[config.mk]
export PLATFORM = sky130hd
export DESIGN_NAME = cache_miss_controller_flat
export DESIGN_NICKNAME = d
export VERILOG_FILES = /design/src/rtl/cache_ctrl_pkg.sv /design/src/rtl/cache_miss_controller_if.sv /design/src/rtl/latency_timer.sv /design/src/rtl/cache_miss_controller.sv /design/src/flat_wrapper.sv
export SDC_FILE = /design/constraint.sdc
export NUM_CORES = 1
export LEC_CHECK = 0
export BUFFER_PORTS_ARGS = -buffer_cell sky130_fd_sc_hd__buf_2
export CORE_MARGIN = 3
export CORE_UTILIZATION = 45
export DETAILED_ROUTE_END_ITERATION = 10
export GPL_TIMING_DRIVEN = 0
export PLACE_DENSITY = 0.82
export SYNTH_ARGS = -nofsm -noshare
export SYNTH_HDL_FRONTEND = slang
export SYNTH_SLANG_ARGS = --single-unit
[constraint.sdc]
create_clock -name clk -period 2.8 [get_ports clk]
set_input_delay 0 -clock clk [delete_from_list [all_inputs] [get_ports clk]]
set_output_delay 0 -clock clk [all_outputs]
set_load 0.005 [all_outputs]
[src/rtl/cache_ctrl_pkg.sv]
// Shared types for the cache miss controller: FSM state, request op encoding
// and the width of the main-memory latency counter.
package cache_ctrl_pkg;

  localparam int unsigned LAT_W = 8;

  typedef enum logic [2:0] {
    IDLE      = 3'd0,
    WRITEBACK = 3'd1,
    FILL      = 3'd2,
    REFILL    = 3'd3,
    REPLAY    = 3'd4
  } state_t;

  typedef enum logic {
    OP_LOAD  = 1'b0,
    OP_STORE = 1'b1
  } op_t;

  // A simultaneous load+store request is treated as a store.
  function automatic op_t req_op(input logic we);
    return we ? OP_STORE : OP_LOAD;
  endfunction

endpackage

[src/rtl/cache_miss_controller_if.sv]
// Pipeline/memory_system bus seen by the miss controller. The controller is the
// slave; the pipeline + memory_system side is the master.
interface cache_miss_controller_if;

  logic        cpu_re;
  logic        cpu_we;
  logic [31:0] cpu_addr;
  logic [31:0] cpu_wdata;
  logic        hit;
  logic        dirty;
  logic [31:0] victim_addr;

  logic        cache_re;
  logic        cache_we;
  logic [31:0] cache_addr;
  logic [31:0] cache_wdata;
  logic        we2;
  logic        we3;
  logic        mem_wb_we;
  logic [31:0] mem_wb_addr;
  logic        stall;

  modport master (
    output cpu_re, cpu_we, cpu_addr, cpu_wdata, hit, dirty, victim_addr,
    input  cache_re, cache_we, cache_addr, cache_wdata,
    input  we2, we3, mem_wb_we, mem_wb_addr, stall
  );

  modport slave (
    input  cpu_re, cpu_we, cpu_addr, cpu_wdata, hit, dirty, victim_addr,
    output cache_re, cache_we, cache_addr, cache_wdata,
    output we2, we3, mem_wb_we, mem_wb_addr, stall
  );

endinterface

[src/rtl/latency_timer.sv]
// Down-counter for fixed-latency phases: load with N-1, done while the count is 0.
// Reusable by a main-memory model as well as by the miss controller.
module latency_timer
  import cache_ctrl_pkg::*;
#(
  parameter int unsigned W = LAT_W
) (
  input  logic         clk,
  input  logic         reset_n,
  input  logic         load,
  input  logic [W-1:0] value,
  input  logic         tick,
  output logic         done
);

  logic [W-1:0] cnt;

  always_ff @(posedge clk) begin
    if (!reset_n) begin
      cnt <= '0;
    end else if (load) begin
      cnt <= value;
    end else if (tick && (cnt != '0)) begin
      cnt <= cnt - W'(1);
    end
  end

  assign done = (cnt == '0);

endmodule

[src/rtl/cache_miss_controller.sv]
// Sequences cache misses: optional victim writeback, main-memory fill wait,
// a single-cycle refill strobe and a replay of the stalled access.
module cache_miss_controller
  import cache_ctrl_pkg::*;
#(
  parameter int unsigned MEM_LATENCY = 20,
  parameter int unsigned CNT_W       = 16
) (
  input  logic                 clk,
  input  logic                 reset_n,
  cache_miss_controller_if.slave bus,
  output logic                 err,
  output logic [CNT_W-1:0]     miss_count
);

  localparam logic [LAT_W-1:0] LAT_LOAD = LAT_W'(MEM_LATENCY - 1);

  state_t      state;
  state_t      state_nx;
  op_t         op_q;
  logic [31:0] addr_q;
  logic [31:0] wdata_q;
  logic [31:0] victim_q;
  logic        wb_first;

  logic        req;
  logic        miss;
  logic        illegal;
  logic        tmr_load;
  logic        tmr_tick;
  logic        tmr_done;

  assign req      = bus.cpu_re | bus.cpu_we;
  assign miss     = (state == IDLE) && req && !bus.hit;
  assign illegal  = (state == IDLE) && bus.cpu_re && bus.cpu_we;

  // The timer is reloaded only when a latency phase is entered.
  assign tmr_load = miss || ((state == WRITEBACK) && tmr_done);
  assign tmr_tick = (state == WRITEBACK) || (state == FILL);

  latency_timer #(
    .W(LAT_W)
  ) u_timer (
    .clk     (clk),
    .reset_n (reset_n),
    .load    (tmr_load),
    .value   (LAT_LOAD),
    .tick    (tmr_tick),
    .done    (tmr_done)
  );

  always_comb begin
    state_nx = state;
    case (state)
      IDLE:      if (miss) state_nx = bus.dirty ? WRITEBACK : FILL;
      WRITEBACK: if (tmr_done) state_nx = FILL;
      FILL:      if (tmr_done) state_nx = REFILL;
      REFILL:    state_nx = REPLAY;
      REPLAY:    state_nx = IDLE;
      default:   state_nx = IDLE;
    endcase
  end

  always_ff @(posedge clk) begin
    if (!reset_n) begin
      state      <= IDLE;
      op_q       <= OP_LOAD;
      addr_q     <= '0;
      wdata_q    <= '0;
      victim_q   <= '0;
      wb_first   <= 1'b0;
      miss_count <= '0;
      err        <= 1'b0;
    end else begin
      state    <= state_nx;
      wb_first <= miss && bus.dirty;
      if (miss) begin
        op_q     <= req_op(bus.cpu_we);
        addr_q   <= bus.cpu_addr;
        wdata_q  <= bus.cpu_wdata;
        victim_q <= bus.victim_addr;
        if (miss_count != '1) miss_count <= miss_count + CNT_W'(1);
      end
      if (illegal || ((state == REPLAY) && !bus.hit)) err <= 1'b1;
    end
  end

  // Every strobe and stall is held low while reset_n is asserted.
  always_comb begin
    bus.cache_re    = 1'b0;
    bus.cache_we    = 1'b0;
    bus.cache_addr  = addr_q;
    bus.cache_wdata = wdata_q;
    bus.we2         = 1'b0;
    bus.we3         = 1'b0;
    bus.mem_wb_we   = 1'b0;
    bus.mem_wb_addr = victim_q;
    bus.stall       = 1'b0;
    if (reset_n) begin
      case (state)
        IDLE: begin
          bus.cache_re    = bus.cpu_re && !bus.cpu_we;
          bus.cache_we    = bus.cpu_we;
          bus.cache_addr  = bus.cpu_addr;
          bus.cache_wdata = bus.cpu_wdata;
          bus.stall       = miss;
        end
        WRITEBACK: begin
          bus.stall     = 1'b1;
          bus.mem_wb_we = wb_first;
        end
        FILL: begin
          bus.stall = 1'b1;
        end
        REFILL: begin
          bus.stall = 1'b1;
          bus.we2   = (op_q == OP_STORE);
          bus.we3   = (op_q == OP_LOAD);
        end
        REPLAY: begin
          bus.cache_re = (op_q == OP_LOAD);
          bus.cache_we = (op_q == OP_STORE);
        end
        default: ;
      endcase
    end
  end

endmodule

[src/flat_wrapper.sv]
// flat-port wrapper written by rule: the top's interface ports become plain ports
module cache_miss_controller_flat import cache_ctrl_pkg::*;
#(
  parameter int unsigned MEM_LATENCY = 20,
  parameter int unsigned CNT_W       = 16
)
  (clk, reset_n, err, miss_count, bus_cpu_re, bus_cpu_we, bus_cpu_addr, bus_cpu_wdata, bus_hit, bus_dirty, bus_victim_addr, bus_cache_re, bus_cache_we, bus_cache_addr, bus_cache_wdata, bus_we2, bus_we3, bus_mem_wb_we, bus_mem_wb_addr, bus_stall);
  cache_miss_controller_if bus_i ();
  input  logic clk;
  input  logic reset_n;
  output logic err;
  output logic [CNT_W-1:0] miss_count;
  input wire logic [$bits(bus_i.cpu_re)-1:0] bus_cpu_re;
  input wire logic [$bits(bus_i.cpu_we)-1:0] bus_cpu_we;
  input wire logic [$bits(bus_i.cpu_addr)-1:0] bus_cpu_addr;
  input wire logic [$bits(bus_i.cpu_wdata)-1:0] bus_cpu_wdata;
  input wire logic [$bits(bus_i.hit)-1:0] bus_hit;
  input wire logic [$bits(bus_i.dirty)-1:0] bus_dirty;
  input wire logic [$bits(bus_i.victim_addr)-1:0] bus_victim_addr;
  output wire logic [$bits(bus_i.cache_re)-1:0] bus_cache_re;
  output wire logic [$bits(bus_i.cache_we)-1:0] bus_cache_we;
  output wire logic [$bits(bus_i.cache_addr)-1:0] bus_cache_addr;
  output wire logic [$bits(bus_i.cache_wdata)-1:0] bus_cache_wdata;
  output wire logic [$bits(bus_i.we2)-1:0] bus_we2;
  output wire logic [$bits(bus_i.we3)-1:0] bus_we3;
  output wire logic [$bits(bus_i.mem_wb_we)-1:0] bus_mem_wb_we;
  output wire logic [$bits(bus_i.mem_wb_addr)-1:0] bus_mem_wb_addr;
  output wire logic [$bits(bus_i.stall)-1:0] bus_stall;
  assign bus_i.cpu_re = bus_cpu_re;
  assign bus_i.cpu_we = bus_cpu_we;
  assign bus_i.cpu_addr = bus_cpu_addr;
  assign bus_i.cpu_wdata = bus_cpu_wdata;
  assign bus_i.hit = bus_hit;
  assign bus_i.dirty = bus_dirty;
  assign bus_i.victim_addr = bus_victim_addr;
  assign bus_cache_re = bus_i.cache_re;
  assign bus_cache_we = bus_i.cache_we;
  assign bus_cache_addr = bus_i.cache_addr;
  assign bus_cache_wdata = bus_i.cache_wdata;
  assign bus_we2 = bus_i.we2;
  assign bus_we3 = bus_i.we3;
  assign bus_mem_wb_we = bus_i.mem_wb_we;
  assign bus_mem_wb_addr = bus_i.mem_wb_addr;
  assign bus_stall = bus_i.stall;
  cache_miss_controller #(.MEM_LATENCY(MEM_LATENCY), .CNT_W(CNT_W)) u_core (.clk(clk), .reset_n(reset_n), .bus(bus_i), .err(err), .miss_count(miss_count));
endmodule
Yosys cells after proc, flatten, opt, wreduce, memory -nomap -nowiden
Index checks and enable logic that the tools add are counted.
{ "word_totals": {"regBits": 126, "latch_bits": 0, "mem_bits_rw": 0, "mem_bits_ro": 0, "mem_count": 0} }
{ "op_classes": {"add_sub_neg": 2, "mul": 0, "n_div": 0, "n_lt_le_gt_ge": 0, "eq_ne": 8, "shifts": 0, "mux": 24, "bitwise_logic": 3, "n_reduce_logical": 22} }
{ "op_table": {"columns": ["operator", "count"], "rows": [
  ["32-bit two-way mux", 4],
  ["16-bit by 1-bit adder with 16-bit output (second input constant)", 1],
  ["16-bit inequality test (second input constant)", 1],
  ["3-bit one-hot mux with 4 select lines", 1],
  ["1-bit two-way mux", 10],
  ["5-bit two-way mux", 2],
  ["1-bit logical AND", 9],
  ["3-bit two-way mux", 3],
  ["8-bit logical NOT", 1],
  ["8-bit nonzero test", 1],
  ["8-bit by 1-bit subtractor with 8-bit output (second input constant)", 1],
  ["3-bit by 2-bit equality test with 1-bit output (second input constant)", 2],
  ["2-bit by 1-bit inequality test with 1-bit output (second input constant)", 3],
  ["1-bit one-hot mux with 2 select lines", 3],
  ["3-bit by 1-bit equality test with 1-bit output (second input constant)", 1],
  ["3-bit equality test (second input constant)", 1],
  ["3-bit logical NOT", 1],
  ["1-bit logical OR", 3],
  ["3-bit AND reduction", 1],
  ["3-bit OR reduction", 1],
  ["1-bit logical NOT", 2],
  ["2-bit two-way mux", 1],
  ["1-bit NOT", 2],
  ["2-bit AND reduction", 1],
  ["other kinds (3)", 3]
]} }

Logic depth before layout (Yosys ltp)
Gate-level depths: netlist (run 1).
{ "logic_depth": {"ltp_word": 5, "depth_mapped": 8, "ltp_nobuf": 6} }

Hierarchy
A second synthesis (run 1) with hierarchy kept.
{ "hier_totals": {"hier_cells": 697, "area_unflattened_um2": 5739.3} }
{ "modules_own_cells": {"columns": ["module", "instances", "cells_per_inst", "area_each_um2", "seq_area_each_um2"], "rows": [
  ["cache_miss_controller", 1, 638, 5227.5, 2362.3],
  ["latency_timer", 1, 59, 511.7, 160.2]
]} }

Worst setup path after synthesis (run 1)
Ideal clock, no wire load.
{ "synth_path": {"path_type": "reg-to-reg", "from": "register u_core.miss_count[0]", "to": "register u_core.miss_count[11]", "setup_ns": 0.071, "arrival_time_ns": 1.694, "required_ns": 2.729, "slack_ns": 1.035, "stages_incl_launch_ff": 7, "path_cell_list": "dfxtp_1 > ha_1 > and4_1 > and4bb_1 > buf_2 > or4_1 > a21oi_1"} }
{ "synth_between": {"elab_chain_len": 2} }
{ "synth_rtl": {"columns": ["element", "line", "rtl"], "rows": [
  ["start, declared", "cache_miss_controller.sv:13", "output logic [CNT_W-1:0] miss_count"],
  ["start signal, assigned", "cache_miss_controller.sv:82", "if (miss_count != '1) miss_count <= miss_count + CNT_W'(1);"],
  ["branches (longest 2 deep; another with 16-bit by 1-bit adder with 16-bit output)", null, null]
]} }
Several ways; the timed one is not identified.
A chain may end at the register's enable or synchronous reset.

Worst setup path after layout (run 1)
{ "layout_path": {"from": "register u_core.state[0]", "to": "output bus_cache_addr[10]"} }
{ "layout_between": {"elab_chain_len": 3} }
{ "layout_rtl": {"columns": ["element", "line", "rtl"], "rows": [
  ["start, declared", "cache_miss_controller.sv:18", "state_t state;"],
  ["start signal, assigned", "cache_miss_controller.sv:75", "state <= state_nx;"],
  ["3-bit logical NOT", "cache_miss_controller.sv:100", "case (state)"],
  ["32-bit two-way mux", "cache_miss_controller.sv:100", null],
  ["32-bit two-way mux", "cache_miss_controller.sv:99", "if (reset_n) begin"],
  ["end, declared", "flat_wrapper.sv:22", "output wire logic [$bits(bus_i.cache_addr)-1:0] bus_cache_addr;"]
]} }
Every way passes these cells.

==> results of run 1 <==
==> how the worst max path moves through the flow <==
stage | endpoint | slack, ps | cells after the start
2_1_floorplan | u_core.miss_count[11] | 1040 | 6
3_3_place_gp | bus_cache_addr[13] | 530 | 7
3_5_place_dp | bus_cache_addr[13] | 530 | 7
4_1_cts | bus_cache_addr[10] | 70 | 7
5_1_grt | bus_cache_addr[10] | 160 | 8
6_report | bus_cache_addr[10] | 270 | 8
==> per-layer routing <==
layer | wire (um) | vias up | GRT usage (%)
met5 | 0 | - | 0
li1 | - | 3075 | -
met2 | 10100 | 364 | 48.6
met4 | 877 | 0 | 15.6
met1 | 8220 | 3051 | 33.8
met3 | 1570 | 87 | 7.75
==> repair_timing <==
| item | 4_1_cts | 5_1_grt |
|---|---|---|
| setup endpoints to repair | 0 | 60 |
| buffers inserted | 0 | 2 |
| hold endpoints to repair | 107 | 0 |
| hold buffers | 104 | 0 |
==> critical path, cell delays in order, from the launching register on <==
cell and delay [ps]:
dfxtp_1 290, buf_4 160, nor2_1 290, inv_2 100, nor3_4 210, buf_4 210, buf_2 300, mux2_1 410
buf_2 150
==> logic make-up after synthesis <==
family	synth area share, %
buf+inv	4.51
fa+ha+maj	0.657
simple gates	22.3
mux	14.1
compound gates	13.9
xor+xnor	0.307
flops	44.2
==> stage by stage <==
step | setup WS [ps] | hold slack [ps]
finish | 267 | 196
global route | 164 | 238
CTS | 72.2 | 178
detailed placement | 530 | 246
global placement | 531 | 242
floorplan | 1040 | 117
==> registers in the layout, summed over array words and instances (netlist names) <==
register                cells
u_core.addr_q              32
u_core.state                3
u_core.wdata_q             32
u_core.op_q                 1
u_core.bus.mem_wb_addr     32
u_core.err                  1
u_core.u_timer.cnt          8
u_core.miss_count          16
u_core.wb_first             1
==> synthesized netlist by cell type, drive strengths merged, types with 8 or more instances <==
master  count
a21oi     116
buf        27
clkbuf     22
dfxtp     126
inv         9
mux2       65
nand2     215
nor2        8
o31ai      10
or4        10
==> power breakdown <==
group | total [uW] | switching, uW | internal, uW
Clock | 2310 | 801 | 1510
Sequential | 2270 | 181 | 2090
Combinational | 2550 | 1420 | 1130
Total | 7130 | 2400 | 4730
==> layout make-up <==
type / instances / area [um^2]
diodes: 2 / 5.00
plain buffers: 49 / 224
clock buffers: 22 / 454
clock inverters: 10 / 163
fillers: 893 / 3510
inverters: 9 / 33.8
multi-input cells: 508 / 2930
flip-flops and latches: 126 / 2520
well taps: 168 / 210
repair buffers: 326 / 2160
==> reports/metrics.yaml, run 1 <==
status:
  status: "finished, final reports clean"
cts:
  htreeDepth: 4
  root_buffer: "clkbuf_16"
  clock_sinks: 126
  clk_pin_slew_ps: 50
  cts_tree: "built"
  clkLatencyLatePin_ps: 420
  cts_buffers: 17
  cts_resized: 0
  clockBufferDepth: 2
worst_hold_path:
  holdCritPathClass: "in2reg"
  worstHoldStart: "bus_hit"
  min_path_cells: 5
  hold-path-endpoint: "u_core.miss_count[3]"
power:
  p_per_area_mw_per_mm2: 820
  p_total_uw: 7130
  leakagePower_uw: 0.00392
  vdd_drop_max_v: 0.000486
synthesis:
  synth_edf_count: 0
  syn-num-nets: 797
  synth.avg_cell_area_um2: 8.25
  synth_top_area_cell: "dfxtp_1"
  synthTopCellsByArea: "dfxtp_1 (44%), nand2_1 (14%), mux2_1 (12%)"
  ys_types: 50
  ys_seq_area_share_pct: 44.2
  syn_inst: 692
  yosysWarnings: 0
  synth_top_cell_area_share_pct: 44.2
  synth_top_flop_cell: "dfxtp_1"
  synth-seq-cells: 126
  synth_area_mm2: 0.00571
  async_flop_share_pct: 0
worst_setup_path:
  crit_type: "reg2out"
  reg2regPathDepth: 7
  startpoint: "u_core.state[0]"
  timing.critical_path.fanout_max: 10
  r2r_setup_slack_ps: 560
  cp_data_arrival_time_ps: 2530
  reg2reg_to: "u_core.wdata_q[23]"
  start_kind: "flop"
  worst_ep_required_time_ps: 2800
  critPathCaptureType: "primary output"
  reg2reg_from: "u_core.state[0]"
timing:
  max_freq_mhz: 395
  tightest_slew_ps: 781
  hold_viol: 0
  setup_viol: 0
  relSlewSlack_pct: 47.9
  finalCritPeriodShare_pct: 90.5
  finalClockSkew_ps: 7.27
  slew_violations: 0
  finalSetupTns_ps: 0
  rsz0062_at_grt: "no"
  fin_crit_ps: 2530
placement:
  place_inst: 1080
  placed_area_mm2: 0.00702
  io_buffers: 220
  gp_congestion: 0.834
  dp_hpwl_um: 11600
detailed_routing:
  drt-initial-drc-count: 692
  drt_wl_total_um: 20800
  via_per_inst: 5.39
  drc_errors: 0
  firstDrtPassIters: 8
  wl_per_cell_um: 17.1
  vias: 6577
  ant_nets: 0
layout:
  finalNonFillerCells: 1220
  drive_above_1_share_pct: 27.3
  final_common_cell: "buf_2"
  finish.utilization_pct: 71.2
  num-nets-final: 1142
  fin_area_mm2: 0.00870
  final_cell_mix: "buf_2 (240), nand2_1 (215), dfxtp_1 (126)"
  area_growth_pct: 52.3
global_routing:
  track_usage_pct: 29.0
  grt_antenna_before_repair: 2
  grt_max_degree: 17
  overflow: 0
  grt_pass1_wl_um: 33000
  grt_pass1_vias: 6387
die:
  rows: 40
  core_mm2: 0.0122
  dieArea_mm2: 0.0141
  start_util_pct: 46.8
  die_y_um: 119
  boundaryPins: 221
  die_w_um: 119
run:
  drv_cap: 0
No activity file was read; power rests on OpenSTA's default activity.
==> inputs of run 2 (changes only) <==
--- a/config.mk
+++ b/config.mk
@@ -6,11 +6,12 @@
 export NUM_CORES = 1
 export LEC_CHECK = 0
 export BUFFER_PORTS_ARGS = -buffer_cell sky130_fd_sc_hd__buf_2
-export CORE_MARGIN = 3
+export CORE_MARGIN = 2
 export CORE_UTILIZATION = 45
 export DETAILED_ROUTE_END_ITERATION = 10
 export GPL_TIMING_DRIVEN = 0
 export PLACE_DENSITY = 0.82
+export REMOVE_ABC_BUFFERS = 1
 export SYNTH_ARGS = -nofsm -noshare
 export SYNTH_HDL_FRONTEND = slang
 export SYNTH_SLANG_ARGS = --single-unit
==> constraint.sdc (replaced) <==
create_clock -name clk -period 2.8 [get_ports clk]
set_input_delay 0.56 -clock clk [delete_from_list [all_inputs] [get_ports clk]]
set_output_delay 0.56 -clock clk [all_outputs]
set_load 0.005 [all_outputs]
==> reports/metrics.yaml, run 2 (synthesis gave the netlist of run 1 again) <==
layout:
  fin_area_mm2: 0.00759
  finalNonFillerCells: 1078
  drive_above_1_share_pct: 31.2
  final_common_cell: "buf_2"
  num-nets-final: 998
  area_growth_pct: 33.0
  insertedDiodeCount: 0
  finish.utilization_pct: 60.7
  final_cell_mix: "buf_2 (219), nand2_1 (214), dfxtp_1 (124)"
  fillers: 1120
power:
  vdd_drop_max_v: 0.000707
  p_switching_uw: 2240
  seq_power_share_pct: 34.6
  clockPowerShare_pct: 30.6
  p_sw_share_pct: 33.7
  leakagePower_uw: 0.00342
  internal_power_uw: 4400
  p_per_area_mw_per_mm2: 874
  combPwrFrac_pct: 34.8
worst_setup_path:
  cp_slowest_cell: "dfxtp_4"
  critPathCaptureType: "primary output"
  cp_data_arrival_time_ps: 2110
  start_kind: "flop"
  cp_slowest_stage_delay_ps: 390
  path_cells: "nor2_4, inv_2, nor3_4, buf_12, buf_4, buf_16, mux2_1, buf_2"
  crit_buf_inv: 5
  timing.critical_path.fanout_max: 21
  crit_type: "reg2out"
  cp_top_family: "buffers and inverters"
  worst_ep_required_time_ps: 2240
timing:
  fin_crit_ps: 2670
  rsz0062_at_grt: "no"
  finalCritPeriodShare_pct: 95.2
  hold_viol: 0
  tightest_slew_ps: 730
  relSlewSlack_pct: 51.1
  hold_slack_ps: 386
  slew_violations: 0
  finalClockSkew_ps: 5.63
  max_freq_mhz: 375
  setup_viol: 0
  finalSetupTns_ps: 0
die:
  die_y_um: 117
  boundaryPins: 221
  die_w_um: 117
  start_util_pct: 45.6
  dieArea_mm2: 0.0136
  core_mm2: 0.0125
  rows: 41
cts:
  clockBufferDepth: 2
  cts_tree: "built"
  root_buffer: "clkbuf_16"
  clock_sinks: 126
  htreeDepth: 4
  cts_buffers: 17
  clk_pin_slew_ps: 60
  cts_hold_buf: 0
  clkLatencyLatePin_ps: 410
placement:
  place_inst: 1041
  io_buffers: 220
  dp_hpwl_um: 9580
  gp_congestion: 0.829
  placed_area_mm2: 0.00697
detailed_routing:
  drt_wl_total_um: 14400
  via_per_inst: 5.09
  drc_errors: 0
  firstDrtPassIters: 4
  vias: 5492
  drt-initial-drc-count: 372
  ant_nets: 0
  wl_per_cell_um: 13.4
global_routing:
  grt_max_degree: 70
  grt_antenna_before_repair: 0
  track_usage_pct: 20.0
  grt_pass1_vias: 4862
  grt_pass1_wl_um: 21900
  overflow: 0
status:
  status: "finished, final reports clean"
worst_hold_path:
  holdCritPathClass: "in2reg"
run:
  drv_cap: 0
[run 2: stage by stage]
stage                     total power, uW  worst slack (ps)
after CTS                            6700              31.2
after global placement               4420             -2680
after detailed placement             4550              -659
final                                6640               134
after floorplan                      3660              -995
after global routing                 7060              24.9
[run 2: path summary, 6_finish.rpt]
| path | startpoint | end | slack [ps] | depth (start not counted) |
|---|---|---|---|---|
| setup / recovery | u_core.state[1] | bus_cache_addr[13] | 130 | 8 |
| hold / removal | bus_victim_addr[30] | u_core.bus.mem_wb_addr[30] | 390 | 3 |
| setup reg to reg | u_core.state[2] | u_core.miss_count[5] | 500 | 5 |
| hold reg to reg | u_core.wdata_q[7] | u_core.wdata_q[7] | 450 | 2 |
[run 2: what timing repair did]
| item | in CTS | in global routing |
|---|---|---|
| pin swaps | 2 | 1 |
| resized for setup | 6 | 6 |
| endpoints found under the setup margin | 64 | 39 |
| hold endpoints to repair | 0 | 0 |
| setup buffers | 5 | 1 |
[run 2: layout make-up]
type                            instances  area (um^2)  area share [%]
Timing Repair Buffer                  231         1290            17.1
Tap cell                              172          215            2.83
Multi-Input combinational cell        508         2950            38.8
Clock inverter                         14          120            1.58
Inverter                                9         50.0           0.659
Sequential cell                       126         2530            33.3
Clock buffer                           18          439            5.78
[run 2: power by group through the flow]
stage | sequential, uW | combinational, uW | clock, uW
detailed placement | 2310 | 2240 | 0
finish | 2300 | 2310 | 2030
CTS | 2290 | 2330 | 2080
global route | 2330 | 2560 | 2170
floorplan | 2280 | 1370 | 0
global placement | 2300 | 2120 | 0
[run 2: layer usage]
metal / share of wire, % / vias to the layer above / track usage (%)
li1: - / 2780 / -
met3: 7.2 / 20 / 5.76
met1: 41 / 2516 / 22.6
met4: 1.8 / 0 / 7.84
met2: 50 / 176 / 35.5
met5: 0 / - / 0
[run 2: worst reg2reg max path, delay by kind of cell (launching register included)]
kind                   cells  cell delay (ps)
and+or+nand+nor            3             1270
buffers and inverters      1              330
DFF                        1              440
AOI/OAI and AO/OA          1              170
==> inputs of run 3 (changes only) <==
--- a/config.mk
+++ b/config.mk
@@ -5,7 +5,7 @@
 export SDC_FILE = /design/constraint.sdc
 export NUM_CORES = 1
 export LEC_CHECK = 0
-export BUFFER_PORTS_ARGS = -buffer_cell sky130_fd_sc_hd__buf_2
+export BUFFER_PORTS_ARGS = -buffer_cell sky130_fd_sc_hd__buf_4
 export CORE_MARGIN = 2
 export CORE_UTILIZATION = 45
 export DETAILED_ROUTE_END_ITERATION = 10
==> reports/metrics.yaml, run 3 (synthesis gave the netlist of run 1 again) <==
power:
  leakagePower_uw: 0.00357
  p_switching_uw: 2220
  seq_power_share_pct: 32.1
  p_per_area_mw_per_mm2: 872
  internal_power_uw: 4930
  clockPowerShare_pct: 31.2
  combPwrFrac_pct: 36.7
  p_total_uw: 7160
  vdd_drop_max_v: 0.000541
  p_sw_share_pct: 31.1
cts:
  cts_buffers: 17
  clock_sinks: 126
  clockBufferDepth: 2
  root_buffer: "clkbuf_16"
  clk_pin_slew_ps: 50
  cts_hold_buf: 0
  clkLatencyLatePin_ps: 410
  cts_tree: "built"
  htreeDepth: 4
die:
  start_util_pct: 45.6
  dieArea_mm2: 0.0136
  core_mm2: 0.0125
  boundaryPins: 221
  die_y_um: 117
  rows: 41
  die_w_um: 117
detailed_routing:
  drt_wl_total_um: 15100
  via_per_inst: 5.15
  ant_nets: 0
  drc_errors: 0
  vias: 5536
  wl_per_cell_um: 14.1
  drt-initial-drc-count: 297
  firstDrtPassIters: 4
worst_setup_path:
  worst_ep_required_time_ps: 2240
  path_cells: "nor2_4, inv_2, nor3_4, buf_16, buf_16, mux2_1, buf_4"
  r2r_setup_slack_ps: 520
  reg2regPathDepth: 5
  start_kind: "flop"
  crit_type: "reg2out"
  cpMostUsedCell: "buf_16"
  cp_slowest_cell: "dfxtp_4"
  reg2reg_to: "u_core.miss_count[4]"
  timing.critical_path.fanout_max: 31
  critPathCaptureType: "primary output"
  cp_data_arrival_time_ps: 2150
  reg2reg_from: "u_core.state[2]"
  cp_slowest_stage_delay_ps: 390
global_routing:
  grt_pass1_wl_um: 23300
  grt_max_degree: 72
  overflow: 0
  grt_antenna_before_repair: 0
  track_usage_pct: 21.4
  grt_pass1_vias: 5147
timing:
  hold_viol: 0
  slew_violations: 0
  setup_viol: 0
  tightest_slew_ps: 767
  relSlewSlack_pct: 48.6
  finalCritPeriodShare_pct: 96.9
  hold_slack_ps: 397
  max_freq_mhz: 369
  finalSetupTns_ps: 0
  finalClockSkew_ps: 7.19
  rsz0062_at_grt: "no"
  fin_crit_ps: 2710
layout:
  seqCellArea_mm2: 0.00253
  drive_above_1_share_pct: 30.5
  fin_area_mm2: 0.00821
  final_cell_mix: "buf_4 (221), nand2_1 (214), dfxtp_1 (124)"
  finalNonFillerCells: 1075
  area_growth_pct: 43.7
  num-nets-final: 997
  final_common_cell: "buf_4"
  multi_input_area_mm2: 0.00295
  fillers: 1064
  insertedDiodeCount: 0
placement:
  dp_hpwl_um: 10200
  gp_congestion: 0.831
  io_buffers: 220
  place_inst: 1042
  placed_area_mm2: 0.00754
worst_hold_path:
  hold-path-endpoint: "u_core.bus.mem_wb_addr[24]"
  worstHoldStart: "bus_victim_addr[24]"
  holdCritPathClass: "in2reg"
  min_path_cells: 3
status:
  status: "finished, final reports clean"
run:
  drv_cap: 0
-- run 3: cell types whose count changed in the layout (fill, tap and decap cells not counted), sizes merged --
cell | previous run | this run
clkbuf | 18 | 22
clkinv | 8 | 4
clkinvlp | 4 | 0
bufinv | 1 | 4
buf | 231 | 229
bufbuf | 0 | 1
inv | 10 | 9
-- run 3: area by class of cell --
class | instances | share of cell area (%)
well taps | 172 | 2.62
clock inverters | 8 | 1.71
flip-flops and latches | 126 | 30.8
inverters | 9 | 0.503
repair buffers | 230 | 22.9
multi-input cells | 508 | 35.9
clock buffers | 22 | 5.53
-- run 3: per-layer routing --
metal  global-route usage [%]  wire length, um  vias up
li1                         -                -     2777
met1                     23.9             6110     2547
met2                     37.5             7540      186
met3                     7.06             1180       26
met4                     8.78              278        0
met5                        0                0        -
-- run 3: metrics by stage --
step | util, % | setup WS [ps]
5_1_grt | 65.6 | 7.94
6_report | 65.6 | 87.4
4_1_cts | 65.5 | 0.383
3_3_place_gp | 58.7 | -2630
2_1_floorplan | - | -995
3_5_place_dp | 60.2 | -320
-- run 3: what timing repair did --
| item | 4_1_cts | 5_1_grt |
|---|---|---|
| pin swaps | 1 | 1 |
| cloned | 1 | 0 |
| resized for setup | 6 | 2 |
| setup buffers | 3 | 1 |
| setup endpoints to repair | 61 | 38 |
-- run 3: power by group through the flow --
stage | combinational, uW | sequential (uW) | clock [uW]
6_report | 2630 | 2300 | 2230
5_1_grt | 2890 | 2330 | 2360
4_1_cts | 2640 | 2290 | 2270
3_5_place_dp | 2530 | 2320 | 0
3_3_place_gp | 2380 | 2300 | 0
2_1_floorplan | 1370 | 2280 | 0
-- run 3: how the worst max path moves through the flow --
stage                     cells after the start  slack [ps]       startpoint             endpoint
after floorplan                               3       -1000          reset_n    bus_cache_addr[0]
after global placement                        5       -2630          reset_n   bus_cache_addr[31]
after detailed placement                      8        -320          reset_n  bus_cache_wdata[20]
after CTS                                     7         0.4  u_core.state[0]  bus_cache_wdata[20]
after global routing                          7           8  u_core.state[1]  bus_cache_wdata[20]
final                                         7          90  u_core.state[0]  bus_cache_wdata[20]
-- run 3: worst max-delay path: cells and delay by family, from the launching register on --
| kind | cells | cell delay [ps] |
|---|---|---|
| buffers and inverters | 4 | 590 |
| multiplexers | 1 | 380 |
| AND/OR/NAND/NOR | 2 | 360 |
| flip-flops | 1 | 390 |
